### config.mk
export PLATFORM = sky130hd
export DESIGN_NAME = y_alu
export DESIGN_NICKNAME = d
export VERILOG_FILES = /design/src/rtl/y_alu.sv
export SDC_FILE = /design/constraint.sdc
export NUM_CORES = 1
export LEC_CHECK = 0
export ABC_AREA = 1
export CAP_MARGIN = 5
export CORE_MARGIN = 3
export CORE_UTILIZATION = 48
export CTS_CLUSTER_SIZE = 14
export DETAILED_ROUTE_END_ITERATION = 7
export PLACE_DENSITY_LB_ADDON = 0.08
export SETUP_SLACK_MARGIN = 0.4
export SYNTH_ARGS = -nofsm -noshare
export SYNTH_HDL_FRONTEND = slang
export SYNTH_SLANG_ARGS = --single-unit
### constraint.sdc
create_clock -name clk -period 0.8 [get_ports clk]
set_clock_uncertainty 0.05 [all_clocks]
set_input_delay 0.16 -clock clk [delete_from_list [all_inputs] [get_ports clk]]
set_output_delay 0.16 -clock clk [all_outputs]
set_load 0.005 [all_outputs]
### src/rtl/y_alu.sv
// y_alu: 32-bit ALU (AND/OR/ADD/SUB/SLT) with registered result and zero flag.
// One shared adder serves ADD, SUB and SLT; op[2] selects subtraction.
module y_alu (
   input  logic        clk,
   input  logic        rst_n,
   input  logic [31:0] a,
   input  logic [31:0] b,
   input  logic [2:0]  op,
   output logic [31:0] z,
   output logic        ex
);
   logic [31:0] b_x, sum, z_d, z_q;
   logic        ex_q, ovf, lt, valid;
   assign b_x   = op[2] ? ~b : b;
   assign sum   = a + b_x + {31'b0, op[2]};
   // signed overflow of a - b flips the sign bit's meaning
   assign ovf   = (a[31] != b[31]) && (sum[31] != a[31]);
   assign lt    = sum[31] ^ ovf;
   assign valid = (op == 3'b000) || (op == 3'b001) || (op == 3'b010) ||
                  (op == 3'b110) || (op == 3'b111);
   always_comb begin
      z_d = !valid              ? 32'h0 :
            (op[1:0] == 2'b00)  ? (a & b) :
            (op[1:0] == 2'b01)  ? (a | b) :
            (op[1:0] == 2'b10)  ? sum :
                                  {31'b0, lt};
   end
   always_ff @(posedge clk or negedge rst_n) begin
      if (!rst_n) begin
         z_q  <= 32'h0;
         ex_q <= 1'b1;
      end else begin
         z_q  <= z_d;
         ex_q <= (z_d == 32'h0);
      end
   end
   assign z  = z_q;
   assign ex = ex_q;
endmodule

Word level (Yosys, flattened, before mapping)
Index checks and enable logic that the tools add are counted.
- add/subtract/negate cells: 2
- $mul: 0
- div/mod/pow operators: 0
- $lt $le $gt $ge: 0
- equal/unequal tests: 8
- shift operators: 0
- mux-type cells: 5
- bitwise operators: 4
- reduce and logical (&&, ||, !) cells: 8
- operator list (kind ; count):
    $mux 32 ; 5
    $add 32x1->32 ; 1
    $add 32x32->32 ; 1
    $and 32x32->32 ; 1
    $logic_not 32->1 ; 1
    $not 32->32 ; 1
    $or 32x32->32 ; 1
    $eq 3x3->1 const B ; 2
    $logic_or 1x1->1 ; 4
    $eq 3x1->1 const B ; 1
    $eq 3x2->1 const B ; 1
    $logic_not 3->1 ; 1
    $eq 2x1->1 const B ; 1
    $eq 2x2->1 const B ; 1
    $logic_not 2->1 ; 1
    $ne 1x1->1 ; 2
    $logic_and 1x1->1 ; 1
    $xor 1x1->1 ; 1
- flip-flop bits (word level): 33
- latch bits: 0
- RAM bits: 0
- memory bits (read-only): 0
- input port bits: 69
- output and inout bits: 33
- word-level logic and storage cells: 29
- memories: 0

Depth between registers and ports, before layout
Gate-level depths: netlist of run 1.
- word-level depth: 12
- gate-level depth with buffers: 24
- gate-level depth less buffers: 22

Worst setup path before layout of run 1
No wires, ideal clock.
- path kind: input-to-reg
- from: input port op[2]
- to: register ex_q (netlist: ex)
- setup time: 64 ps
- arrival: 2453 ps
- required time: 686 ps
- setup slack: -1767 ps
- cell stages on the path: 21
- path buffers: 2
- cells stage by stage: buf_4 > clkbuf_1 > xnor2_1 > fa_1 > inv_1 > nand3_1 > nand3_1 > nand2_1 > nand2_1 > nand2_1 > nand3_1 > nand2_1 > nand3_1 > nand2_1 > nand2_1 > nand2_1 > inv_1 > nand2_2 > nor2_2 > nand2_1 > nor2_2
- word-level cells in the longest chain between the ends: 11
- elaborated cells on any way between the ends: 20
- those cells by class: add/sub: 2; eq/ne: 5; mux: 5; bitwise: 1; reduce/logical: 7
- RTL lines (element ; line ; RTL):
    start, declared ; 8 ; input logic [2:0] op,
    $mux 32 ; 14 ; assign b_x = op[2] ? ~b : b;
    $add 32x32->32 ; 15 ; assign sum = a + b_x + {31'b0, op[2]};
    $add 32x1->32 ; 15 ;
    $ne 1x1->1 ; 17 ; assign ovf = (a[31] != b[31]) && (sum[31] != a[31]);
    $logic_and 1x1->1 ; 17 ;
    $xor 1x1->1 ; 18 ; assign lt = sum[31] ^ ovf;
    $mux 32 ; 25 ; (op[1:0] == 2'b10) ? sum :
    $mux 32 ; 24 ; (op[1:0] == 2'b01) ? (a | b) :
    $mux 32 ; 23 ; (op[1:0] == 2'b00) ? (a & b) :
    $mux 32 * ; 22 ; z_d = !valid ? 32'h0 :
    $logic_not 32->1 * ; 34 ; ex_q <= (z_d == 32'h0);
    end signal, assigned ; 34 ;
    end, declared ; 13 ; logic ex_q, ovf, lt, valid;
Mark *: on every way between the ends. The rest lies on a longest branch, timed or not.

Worst setup path in the final report of run 1
- from: input port b[6]
- to: register ex_q (netlist: ex)
- word-level cells in the longest chain between the ends: 12
- elaborated cells on any way between the ends: 14
- those cells by class: add/sub: 2; eq/ne: 1; mux: 5; bitwise: 4; reduce/logical: 2
- RTL lines (element ; line ; RTL):
    start, declared ; 7 ; input logic [31:0] b,
    $not 32->32 ; 14 ;
    $mux 32 ; 14 ;
    $add 32x32->32 ; 15 ;
    $add 32x1->32 ; 15 ;
    $ne 1x1->1 ; 17 ;
    $logic_and 1x1->1 ; 17 ;
    $xor 1x1->1 ; 18 ;
    $mux 32 ; 25 ;
    $mux 32 ; 24 ;
    $mux 32 * ; 23 ;
    $mux 32 * ; 22 ;
    $logic_not 32->1 * ; 34 ;
Marks and branches as above.

==> results of run 1 <==
[per-stage QoR]
stage          cells  util [%]
3_3_place_gp    1243      74.2
2_1_floorplan    877         -
3_5_place_dp    1243      74.2
5_1_grt         1289      92.1
6_report        1289      92.1
4_1_cts         1274      84.1
[kinds of logic (layout without fill, tap and decap cells)]
kind of cell / after synthesis / in the layout / synth area share [%]
buffers and inverters: 195 / 474 / 15.1
AOI/OAI and AO/OA: 95 / 95 / 11.8
DFF: 33 / 33 / 16.6
adders and majority gates: 34 / 34 / 8.69
and+or+nand+nor: 487 / 487 / 42.1
xor gates and xnor gates: 33 / 33 / 5.80
[repair_timing]
action	4_1_cts	5_1_grt
endpoints found under the hold margin	16	16
pin swaps	89	75
buffers inserted	19	15
setup endpoints to repair	99	66
cloned	4	0
resized for setup	380	173
[layout make-up]
cell class,count,area [um2],share of cell area (%)
Inverter,176,663,7.26
Clock inverter,2,10.0,0.110
Timing Repair Buffer,290,2420,26.5
Clock buffer,6,72.6,0.795
Sequential cell,33,827,9.06
Multi-Input combinational cell,649,4970,54.5
Tap cell,133,166,1.82
[report_power, final]
group | leakage (nW) | total, mW | internal, mW | switching (mW)
sequential | 0.419 | 1.88 | 1.84 | 0.0464
combinational | 4.41 | 8.92 | 3.77 | 5.15
clock | 0.0450 | 1.20 | 0.602 | 0.595
[cell usage after synthesis (all sizes together)]
cell       n  area (um2)
inv      172         646
xnor2      3        26.3
nand2    328        1280
o21bai     2        15.0
xor2      30         263
fa         1        20.0
o211ai     2        15.0
nand3     57         318
ha        33         413
clkinv     4        15.0
nand4      9        56.3
dfrtp     32         801
nor3       8        45.0
and2       5        36.3
o21ai     28         140
nor2      72         310
o31ai     11        82.6
a31oi      1        6.26
a221oi     1        15.0
a211oi     1        7.51
a21boi     1        7.51
dfstp      1        26.3
clkbuf     8        30.0
a2111oi    1        8.76
a211o     11        96.3
buf       11        60.1
or2        5        31.3
a21oi     36         191
nand3b     3        22.5
[path summary, 6_finish.rpt]
path                       startpoint         endpoint  slack, ns  cells after the start
max                              b[6]     ex$_DFF_PN1_      -2.21                     20
max in group asynchronous       rst_n   z[8]$_DFF_PN0_       0.51                      2
min                             rst_n  z[15]$_DFF_PN0_      -0.06                      2
min in group clk                b[16]  z[16]$_DFF_PN0_       0.47                      6
[per-layer routing]
layer | track usage [%] | share of wire [%] | vias to the layer above
li1 | - | - | 3234
met1 | 47.9 | 32 | 3659
met2 | 59.8 | 42 | 951
met3 | 6.96 | 16 | 394
met4 | 15.7 | 11 | 0
met5 | 0 | 0 | -
[state kept, by name, indices dropped and copies added (netlist names)]
signal  cells
ex          1
z          32
[placed cells by master (no fill, tap or decap), types with 11 or more instances in the layout]
cell type,instances
nand2_1,212
buf_4,161
inv_1,138
nand2_2,88
dlygate4sd2_1,42
nor2_1,38
inv_2,33
buf_2,33
dfrtp_1,32
nand3_2,31
ha_4,29
nand2_4,28
a21oi_1,21
nand3_1,21
buf_6,20
nor2_2,19
o21ai_0,16
nor2_4,15
xor2_4,14
xor2_2,13
a211o_1,11
o31ai_1,11
==> summary.log, run 1 <==
INFO  status         run_status=finished, violations left
INFO  status         violations=DRC, hold timing, setup timing
INFO  floorplan      die_span_in_x=108um
INFO  critical_path  critPathSlowestCell=dlygate4sd2_1
INFO  place          number_of_buffers_added_on_ports=101
INFO  floorplan      dieArea=11600um2
INFO  synthesis      netlist_area=4980um2
INFO  synthesis      synth_cell_type_count=42
INFO  global_route   grt_remaining_overflow=0
INFO  critical_path  path_delay_family=simple AND/OR/NAND/NOR gates
INFO  detailed_routing antenna_left=0
INFO  power_and_ir_drop report.power.total=12.0mW
INFO  cts            cts-buffers-inserted=5
INFO  cts            clock_path_buffers=2
INFO  power_and_ir_drop leakagePower=4.87nW
INFO  critical_path  crit_fanout=4
INFO  synthesis      yosysWarnings=0
INFO  cts            htree_num_levels=2
INFO  critical_path  peak_per_stage_delay_on_the_critical_path=0.47ns
INFO  detailed_routing via_per_inst=6.39
INFO  layout         final_nets=1258
INFO  sta            post-route-min-period=3.01ns
INFO  synthesis      postSynthCellCount=877
INFO  global_route   antenna_violations_before_repair=0
INFO  critical_path  worstPathArrival=3.18ns
INFO  detailed_routing drtPass1Iterations=8
INFO  floorplan      initial_utilization=50.3%
INFO  detailed_routing avgRoutedWirePerCell=23.9um
INFO  sta            final.hold.worst_slack=-0.0646ns
INFO  sta            timing_hold_violations_final=16
INFO  critical_path  count_of_buffer_and_inverter_cells_on_the_critical_path=3
INFO  synthesis      synth_seq_area_share=16.6%
INFO  synthesis      syn_nets=980
INFO  critical_path  worst_setup_path_end_kind=register
INFO  critical_path  startpoint_type=input port
INFO  power_and_ir_drop irDropWorstVdd=1.10mV
INFO  sta            worst-slew-pin-transition=0.842ns
INFO  layout         post_route_cells_drive_above_1_share=47.2%
INFO  synthesis      postSynthAreaPerCell=5.68um2
INFO  hold_path      timing.hold.worst.class=in2async
INFO  layout         antennaDiodeCount=0
INFO  floorplan      core_area=9910um2
INFO  floorplan      die_h=108um
INFO  cts            tritoncts=done
INFO  layout         post-route-cell-area=9130um2
INFO  detailed_routing wirelength=30.8mm
INFO  cts            path_clk_slew=0.07ns
INFO  detailed_routing drt_drc_violations_left=174
INFO  flow_run       maxcap_viol_count=0
INFO  sta            max_freq=0.332GHz
INFO  sta            setup_viol=66
INFO  sta            final-max-slew-violation-count=0
INFO  synthesis      synth.ff_latch_count=33
INFO  floorplan      boundaryPins=102
INFO  sta            totalNegativeSetupSlack=-55.64ns
INFO  layout         syn_to_final_growth=83.3%
INFO  detailed_routing drt_iter0_drc=1465
INFO  global_route   grt_first_pass_wirelength=33.6mm
INFO  critical_path  timing.critical_path.cells=dlygate4sd2_1 -> xor2_4 -> ha_4 -> nand2_1 -> nand2_2 -> inv_1 -> nand2_2 -> nand2_2 -> nand2_1 -> nand2_1 -> nand3_2 -> nor2_2 -> o21ai_1 -> nand2_1 -> nand2_1 -> inv_2 -> nand2_2 -> nor2_2 -> nand2_1 -> nor2_2
INFO  detailed_routing vias=8238
INFO  sta            post-route-period-util=376%
INFO  global_route   grt_max_degree=21
INFO  place          dpl_cell_area=7350um2
INFO  power_and_ir_drop powerDensity=1310nW/um2
INFO  place          dp.final_hpwl=14.9mm
INFO  global_route   grt_pass1_vias=6721
INFO  floorplan      fp-row-count=36
INFO  critical_path  cp.required=0.97ns
INFO  cts            cts.sink_count=33
INFO  place          finalWeightedCongestion=1.01
INFO  sta            slew-limit-headroom=42.4%
INFO  global_route   grt_util_all_layers=36.9%
INFO  cts            cts-root-buf=clkbuf_8
INFO  critical_path  worst-setup-path-type=in2reg
INFO  sta            rsz0062_at_grt=true
INFO  sta            worst_slack=-2.21ns
INFO  layout         fillers=368
INFO  place          detailedPlace.worstSlack=-2.11ns
INFO  critical_path  most_used_cell_along_the_critical_path=nand2_1
(Power assumes the default switching activity.)
==> inputs of run 2 (changes only) <==
==> constraint.sdc (replaced) <==
create_clock -name clk -period 2.43 [get_ports clk]
set_clock_uncertainty 0.05 [all_clocks]
set_input_delay 0.486 -clock clk [delete_from_list [all_inputs] [get_ports clk]]
set_output_delay 0.486 -clock clk [all_outputs]
set_load 0.005 [all_outputs]
==> run 2 against run 1 <==
Compared with the run above:
- the flow now stops in 5_1_grt
- synthesized cell count stayed put
- synthesized area unchanged
==> summary.log, run 2 <==
INFO  cts            cts_hold_buffers=0
INFO  synthesis      postSynthCellCount=877 [unchanged]
INFO  cts            cts-buffers-inserted=5 [unchanged]
INFO  sta            worst-endpoint-pin-kind=sequential cell input
INFO  floorplan      die_h=108um [unchanged]
INFO  synthesis      yosysWarnings=0 [unchanged]
INFO  cts            clock_path_buffers=2 [unchanged]
INFO  place          finalWeightedCongestion=1.02 [was 1.01]
INFO  global_route   grt_remaining_overflow=907
INFO  cts            htree_num_levels=2 [unchanged]
INFO  floorplan      boundaryPins=102 [unchanged]
INFO  floorplan      initial_utilization=50.3% [unchanged]
INFO  cts            cts-root-buf=clkbuf_8 [unchanged]
INFO  synthesis      asyncSetResetFlopFracSynth=100% [unchanged]
INFO  cts            cts.sink_count=33 [unchanged]
INFO  synthesis      yosys.area.top_type=nand2_1 [unchanged]
INFO  status         firstError=[ERROR GRT-0232] Routing congestion too high. Check the congestion heatmap in the GUI.
INFO  synthesis      synth_seq_area_share=16.6% [unchanged]
INFO  floorplan      fp-row-count=36 [unchanged]
INFO  synthesis      netlist.area_leader.share=23.5% [unchanged]
INFO  synthesis      syn_nets=980 [unchanged]
INFO  synthesis      synth_cell_type_count=42 [unchanged]
INFO  sta            globalroute.repair_timing.worst_endpoint=ex$_DFF_PN1_/D
INFO  synthesis      most_frequent_cell_after_synthesis=nand2_1 [unchanged]
INFO  synthesis      synth-edff-count=0 [unchanged]
INFO  global_route   grt_util_all_layers=95.6%
INFO  synthesis      synth_top_cells_by_count=nand2_1 (312), inv_1 (155), nor2_1 (58) [unchanged]
INFO  place          dp.final_hpwl=14.9mm [about the same]
INFO  synthesis      synth_adder_area_share=8.69% [unchanged]
INFO  synthesis      postSynthAreaPerCell=5.68um2 [unchanged]
INFO  synthesis      synth_simple_gate_area_share=42.1% [unchanged]
INFO  synthesis      synth_compound_gate_area_share=11.8% [unchanged]
INFO  synthesis      yosys.area_share.xor_xnor=5.80% [unchanged]
INFO  synthesis      synth_top_family_by_area=simple AND/OR/NAND/NOR gates [unchanged]
INFO  synthesis      synth.ff_latch_count=33 [unchanged]
INFO  synthesis      muxShareOfSynthArea=0% [unchanged]
INFO  synthesis      synth_area_leaders=nand2_1 (24%), dfrtp_1 (16%), inv_1 (12%), ha_1 (8.3%), xor2_1 (5.3%) [unchanged]
INFO  status         run_status=stopped before the end [was finished, violations left]
INFO  place          detailedPlace.worstSlack=-0.868ns [was -2.11 ns]
INFO  global_route   grt_max_degree=34
INFO  synthesis      netlist_area=4980um2 [unchanged]
INFO  status         stop_stage=5_1_grt
INFO  synthesis      top_flip_flop_cell_by_instance_count_after_synthesis=dfrtp_1 [unchanged]
INFO  place          number_of_buffers_added_on_ports=101 [unchanged]
INFO  floorplan      die_span_in_x=108um [unchanged]
==> run 2: cell counts after synthesis <==
No cell type changed its count.
==> run 2: stage by stage <==
stage	utilization [%]	instances	instance area, um2
floorplan	-	877	5180
CTS	89.1	1292	8830
detailed placement	74.2	1242	7350
global placement	74.2	1242	7350
==> run 2: what timing repair did <==
action,in CTS
setup buffers,41
setup endpoints to repair,32
resized for setup,306
pin swaps,125
cloned,2
==> run 2: per-layer routing <==
| layer | global-route usage [%] | overflow |
|---|---|---|
| met1 | 85.3 | 5 |
| met3 | 67.7 | 6 |
| met4 | 110 | 204 |
| met2 | 127 | 691 |
| met5 | 35.7 | 1 |
==> run 2: cell families after synthesis <==
group / Yosys count
AND/OR/NAND/NOR: 487
adder cells (fa/ha/maj): 34
buffers and inverters: 195
XOR/XNOR: 33
AO/OA/AOI/OAI: 95
flip-flops: 33
==> inputs of run 3 (changes only) <==
--- a/config.mk
+++ b/config.mk
@@ -8,11 +8,9 @@
 export ABC_AREA = 1
 export CAP_MARGIN = 5
 export CORE_MARGIN = 3
-export CORE_UTILIZATION = 48
-export CTS_CLUSTER_SIZE = 14
+export CORE_UTILIZATION = 40
 export DETAILED_ROUTE_END_ITERATION = 7
-export PLACE_DENSITY_LB_ADDON = 0.08
-export SETUP_SLACK_MARGIN = 0.4
+export PLACE_DENSITY_LB_ADDON = 0.15
 export SYNTH_ARGS = -nofsm -noshare
 export SYNTH_HDL_FRONTEND = slang
 export SYNTH_SLANG_ARGS = --single-unit
==> constraint.sdc (replaced) <==
create_clock -name clk -period 3.2 [get_ports clk]
set_clock_uncertainty 0.05 [all_clocks]
set_input_delay 0.64 -clock clk [delete_from_list [all_inputs] [get_ports clk]]
set_output_delay 0.64 -clock clk [all_outputs]
set_load 0.005 [all_outputs]
==> run 3 against run 2 <==
Compared with the run above:
- the flow now finishes without violations
==> summary.log, run 3 (same netlist as run 1, synthesis figures left out) <==
INFO  floorplan      fp-row-count=40 [was 36]
INFO  critical_path  worstPathArrival=3.19ns
INFO  hold_path      timing.hold.worst.class=in2async
INFO  sta            timing_hold_violations_final=0
INFO  cts            cts-root-buf=clkbuf_16 [was clkbuf_8]
INFO  sta            slew-limit-headroom=67.2%
INFO  sta            post-route-period-util=94.7%
INFO  layout         layout.core_utilization=61.2%
INFO  detailed_routing drt_iter0_drc=475
INFO  floorplan      die_span_in_x=118um [was 108 um]
INFO  cts            htree_num_levels=2 [unchanged]
INFO  place          dp.final_hpwl=15.1mm [was 14.9 mm]
INFO  detailed_routing drtPass1Iterations=5
INFO  global_route   grt_pass1_vias=5422
INFO  floorplan      die_h=118um [was 108 um]
INFO  sta            totalNegativeSetupSlack=0ns
INFO  cts            tritoncts=done
INFO  detailed_routing drt_drc_violations_left=0
INFO  detailed_routing via_per_inst=4.71
INFO  global_route   grt_remaining_overflow=0
INFO  sta            post-route-min-period=3.03ns
INFO  layout         antennaDiodeCount=0
INFO  power_and_ir_drop irDropWorstVdd=0.187mV
INFO  status         run_status=completed [was stopped before the end]
INFO  critical_path  peak_per_stage_delay_on_the_critical_path=0.46ns
INFO  global_route   antenna_violations_before_repair=0
INFO  cts            clock_path_buffers=2 [unchanged]
INFO  floorplan      initial_utilization=41.1% [was 50.3%]
INFO  layout         largest_reg_flops=32
INFO  detailed_routing antenna_left=0
INFO  layout         layout_commonest_cell=nand2_1
INFO  cts            cts.sink_count=33 [unchanged]
INFO  flow_run       maxcap_viol_count=0
INFO  sta            setup_viol=0
INFO  layout         post_route_cells_drive_above_1_share=21.9%
INFO  place          finalWeightedCongestion=0.969 [was 1.02]
INFO  cts            path_clk_slew=0.05ns
INFO  layout         syn_to_final_growth=48.8%
INFO  floorplan      boundaryPins=102 [unchanged]
INFO  critical_path  most_used_cell_along_the_critical_path=nand2_1
INFO  floorplan      dieArea=13800um2
INFO  floorplan      core_area=12100um2
INFO  detailed_routing vias=5909
INFO  global_route   grt_first_pass_wirelength=27.7mm
INFO  critical_path  crit_fanout=4
INFO  power_and_ir_drop report.power.total=2.47mW
INFO  critical_path  worst_setup_path_end_kind=register
INFO  global_route   grt_util_all_layers=25.1%
INFO  critical_path  critPathSlowestCell=clkdlybuf4s50_1
INFO  detailed_routing wirelength=17.7mm
INFO  place          number_of_buffers_added_on_ports=101 [unchanged]
INFO  cts            cts.repair_timing.setup_buffer_count=0 [was 41]
INFO  detailed_routing avgRoutedWirePerCell=14.1um
INFO  cts            cts-buffers-inserted=5 [unchanged]
INFO  global_route   grt_max_degree=34
INFO  sta            worst-slew-pin-transition=0.480ns
INFO  layout         layout_common_cells=nand2_1 (300), inv_1 (154), buf_4 (118)
INFO  sta            worst_slack=0.170ns
INFO  power_and_ir_drop leakagePower=4.13nW
INFO  layout         post-route-cell-area=7410um2
INFO  critical_path  worst-setup-path-type=in2reg
INFO  power_and_ir_drop powerDensity=333nW/um2
INFO  place          detailedPlace.worstSlack=-0.199ns [was -0.868 ns]
INFO  sta            max_freq=0.330GHz
INFO  critical_path  timing.critical_path.cells=clkdlybuf4s50_1 -> xor2_1 -> ha_1 -> nand2_1 -> nor2_1 -> and2_1 -> and2_4 -> nand2_2 -> nand2_1 -> nand2_1 -> nand3_1 -> nand2_1 -> nand2_2 -> nand2_2 -> inv_2 -> nand2_2 -> nor2_2 -> nand2_1 -> nor2_2
INFO  critical_path  cp.required=3.36ns
INFO  critical_path  startpoint_type=input port
INFO  place          dpl_cell_area=7010um2 [was 7350 um2]
INFO  sta            final-max-slew-violation-count=0
INFO  layout         final_nets=1188
==> run 3: critical path, delay by kind of cell <==
family / cells / cell delay (ns)
fa+ha+maj: 1 / 0.37
simple gates: 15 / 1.52
buf+inv: 2 / 0.50
xor+xnor: 1 / 0.17
==> run 3: area by class of cell <==
cell class	instances	area [um2]
Clock buffer	7	143
Multi-Input combinational cell	649	3620
Clock inverter	1	30.0
Sequential cell	33	827
Timing Repair Buffer	220	1920
Tap cell	168	210
Inverter	176	661
Fill cell	1248	4700
==> run 3: how the worst max path moves through the flow <==
stage | from | slack (ns) | endpoint
after floorplan | op[2] | 0.15 | ex$_DFF_PN1_
after global placement | b[5] | -0.18 | ex$_DFF_PN1_
after detailed placement | b[1] | -0.20 | ex$_DFF_PN1_
after CTS | b[1] | 0.07 | ex$_DFF_PN1_
after global routing | b[17] | -0.006 | ex$_DFF_PN1_
final | b[26] | 0.17 | ex$_DFF_PN1_
==> run 3: metrics by stage <==
step                      instances  hold WS [ns]
after floorplan                 877         0.294
after global placement         1246          1.01
after detailed placement       1246          1.00
after CTS                      1254         0.721
after global routing           1254         0.752
final                          1254         0.708
==> run 3: metal layers <==
metal  global-route usage, %  part of all wire [%]  vias to the layer above
met4                    6.30                   1.8                        0
met1                    37.7                    49                     2542
met2                    37.8                    42                      229
met3                    3.56                   7.5                       25
met5                       0                     0                        -
li1                        -                     -                     3113
==> run 3: what timing repair did <==
action                     in CTS  in global routing
hold buffers                    0                  0
setup endpoints to repair       0                  2
resized for setup               0                 59
==> run 3: power by group <==
group	internal [mW]	total [mW]	switching, mW
clock network	0.387	0.533	0.146
logic	0.663	1.46	0.800
registers	0.461	0.470	0.00904
total	1.51	2.47	0.956
==> inputs of run 4 (changes only) <==
--- a/config.mk
+++ b/config.mk
@@ -9,8 +9,10 @@
 export CAP_MARGIN = 5
 export CORE_MARGIN = 3
 export CORE_UTILIZATION = 40
+export CTS_BUF_LIST = sky130_fd_sc_hd__clkbuf_2 sky130_fd_sc_hd__clkbuf_4 sky130_fd_sc_hd__clkbuf_8
 export DETAILED_ROUTE_END_ITERATION = 7
 export PLACE_DENSITY_LB_ADDON = 0.15
 export SYNTH_ARGS = -nofsm -noshare
 export SYNTH_HDL_FRONTEND = slang
 export SYNTH_SLANG_ARGS = --single-unit
+export TNS_END_PERCENT = 10
==> run 4 against run 3 <==
Compared with the run above:
- via count increased by 0.44%
- design area down 1.3%
- worst setup slack is essentially flat
- fmax about the same
- flip-flop and latch count unchanged
- worst hold slack got worse by 0.0063 ns
- sequential share of layout area up 0.14 points
- combinational power hardly changed
- sequential power about the same
- clock power down 27%
- critical path type unchanged
- critical endpoint unchanged
==> summary.log, run 4 (same netlist as run 1, synthesis figures left out) <==
INFO  status         run_status=completed [unchanged]
INFO  sta            final.hold.worst_slack=0.701ns [was 0.708 ns]
INFO  detailed_routing drt_iter0_drc=428 [was 475]
INFO  hold_path      timing.hold.worst.class=in2async [unchanged]
INFO  detailed_routing drtPass1Iterations=6 [was 5]
INFO  layout         syn_to_final_growth=46.9% [was 48.8%]
INFO  floorplan      dieArea=13800um2 [unchanged]
INFO  global_route   grt_max_degree=34 [unchanged]
INFO  layout         antennaDiodeCount=0 [unchanged]
INFO  detailed_routing avgRoutedWirePerCell=14.0um [was 14.1 um]
INFO  cts            cts-buffers-inserted=5 [unchanged]
INFO  layout         final_nets=1188 [unchanged]
INFO  global_route   grt_remaining_overflow=0 [unchanged]
INFO  sta            slew-limit-headroom=67.1% [was 67.2%]
INFO  place          number_of_buffers_added_on_ports=101 [unchanged]
INFO  detailed_routing via_per_inst=4.73 [was 4.71]
INFO  critical_path  worstPathArrival=3.20ns [was 3.19 ns]
INFO  power_and_ir_drop leakagePower=4.10nW [was 4.13 nW]
INFO  global_route   grt_pass1_vias=5401 [was 5422]
INFO  global_route   grt_util_all_layers=24.9% [was 25.1%]
INFO  place          dpl_cell_area=7010um2 [unchanged]
INFO  layout         post-route-cell-area=7320um2 [was 7410 um2]
INFO  cts            cts.repair_timing.setup_buffer_count=0 [unchanged]
INFO  global_route   grt_first_pass_wirelength=27.6mm [was 27.7 mm]
INFO  critical_path  startpoint_type=input port [unchanged]
INFO  cts            htree_num_levels=2 [unchanged]
INFO  sta            max_freq=0.330GHz [about the same]
INFO  detailed_routing antenna_left=0 [unchanged]
INFO  critical_path  crit_fanout=4 [unchanged]
INFO  floorplan      boundaryPins=102 [unchanged]
INFO  critical_path  worst_setup_path_end_kind=register [unchanged]
INFO  cts            cts-root-buf=clkbuf_8 [was clkbuf_16]
INFO  place          detailedPlace.worstSlack=-0.199ns [unchanged]
INFO  sta            worst-slew-pin-transition=0.481ns [was 0.480 ns]
INFO  place          dp.final_hpwl=15.1mm [unchanged]
INFO  floorplan      fp-row-count=40 [unchanged]
INFO  critical_path  worst-setup-path-type=in2reg [unchanged]
INFO  flow_run       maxcap_viol_count=0 [unchanged]
INFO  floorplan      die_h=118um [unchanged]
INFO  sta            final-max-slew-violation-count=0 [unchanged]
INFO  floorplan      die_span_in_x=118um [unchanged]
INFO  sta            post-route-min-period=3.03ns [about the same]
INFO  cts            tritoncts=done [unchanged]
INFO  global_route   antenna_violations_before_repair=0 [unchanged]
INFO  detailed_routing wirelength=17.6mm [was 17.7 mm]
INFO  place          finalWeightedCongestion=0.969 [unchanged]
INFO  detailed_routing vias=5935 [was 5909]
INFO  sta            setup_viol=0 [unchanged]
INFO  floorplan      initial_utilization=41.1% [unchanged]
INFO  sta            timing_hold_violations_final=0 [unchanged]
INFO  sta            post-route-period-util=94.7% [about the same]
INFO  sta            worst_slack=0.170ns [about the same]
INFO  layout         layout.core_utilization=60.4% [was 61.2%]
INFO  layout         largest_reg_flops=32 [unchanged]
INFO  layout         post_route_cells_drive_above_1_share=21.3% [was 21.9%]
INFO  detailed_routing drt_drc_violations_left=0 [unchanged]
INFO  layout         layout_commonest_cell=nand2_1 [unchanged]
INFO  critical_path  cp.required=3.37ns [was 3.36 ns]
INFO  cts            clock_path_buffers=2 [unchanged]
INFO  power_and_ir_drop irDropWorstVdd=0.172mV [was 0.187 mV]
INFO  sta            totalNegativeSetupSlack=0ns [unchanged]
INFO  layout         layout_common_cells=nand2_1 (302), inv_1 (154), buf_4 (118) [was nand2_1 (300), inv_1 (154), buf_4 (118)]
INFO  cts            cts.sink_count=33 [unchanged]
INFO  floorplan      core_area=12100um2 [unchanged]
INFO  power_and_ir_drop powerDensity=316nW/um2 [was 333 nW/um2]
INFO  cts            path_clk_slew=0.06ns [was 0.05 ns]
INFO  layout         fillers=1261 [was 1248]
==> run 4: cell counts in the layout (fill, tap and decap cells not counted) <==
Identical to the previous run, type by type.
==> run 4: area by class of cell <==
cell class / count / area (um2) / share of cell area (%)
Clock inverter: 1 / 30.0 / 0.410
Tap cell: 168 / 210 / 2.87
Multi-Input combinational cell: 649 / 3580 / 48.9
Timing Repair Buffer: 220 / 1920 / 26.2
Inverter: 176 / 661 / 9.03
Sequential cell: 33 / 827 / 11.3
Clock buffer: 7 / 90.1 / 1.23
==> run 4: critical path: stages <==
cell	delay (ns)
clkdlybuf4s50_1	0.47
xor2_1	0.17
ha_1	0.37
nand2_1	0.13
nor2_1	0.20
and2_1	0.22
and2_4	0.16
nand2_2	0.08
nand2_1	0.08
nand2_1	0.05
nand3_1	0.11
nand2_1	0.09
nand2_2	0.08
nand2_2	0.05
inv_2	0.04
nand2_2	0.04
nor2_2	0.09
nand2_1	0.07
nor2_2	0.07
==> run 4: repair_timing <==
action	4_1_cts	5_1_grt
setup endpoints to repair	0	1
resized for setup	0	49
hold endpoints to repair	0	0
hold buffers	0	0
==> run 4: where the power goes <==
group | internal, mW | switching (mW)
Clock | 0.262 | 0.129
Combinational | 0.659 | 0.792
Sequential | 0.460 | 0.00903
Total | 1.38 | 0.930
==> run 4: worst max path at each step <==
stage	startpoint	to	slack, ns	depth (start not counted)
after global placement	b[5]	ex$_DFF_PN1_	-0.18	17
after global routing	b[18]	ex$_DFF_PN1_	-0.006	22
after CTS	b[1]	ex$_DFF_PN1_	0.07	18
after floorplan	op[2]	ex$_DFF_PN1_	0.15	21
final	b[26]	ex$_DFF_PN1_	0.17	19
after detailed placement	b[1]	ex$_DFF_PN1_	-0.20	18
==> run 4: per-stage QoR <==
| stage | total power, mW | std cells |
|---|---|---|
| finish | 2.31 | 1254 |
| global route | 2.49 | 1254 |
| detailed placement | 1.85 | 1246 |
| global placement | 1.85 | 1246 |
| CTS | 2.25 | 1254 |
| floorplan | 1.20 | 877 |
==> run 4: metal layers <==
layer  wire length [um]  share of wire [%]  up-vias  GRT usage (%)
li1                   -                  -     3118              -
met5                  0                  0        -              0
met4                282                1.6        0           5.42
met1               8460                 48     2564           37.6
met3               1540                8.7       20           3.65
met2               7310                 42      233           37.6
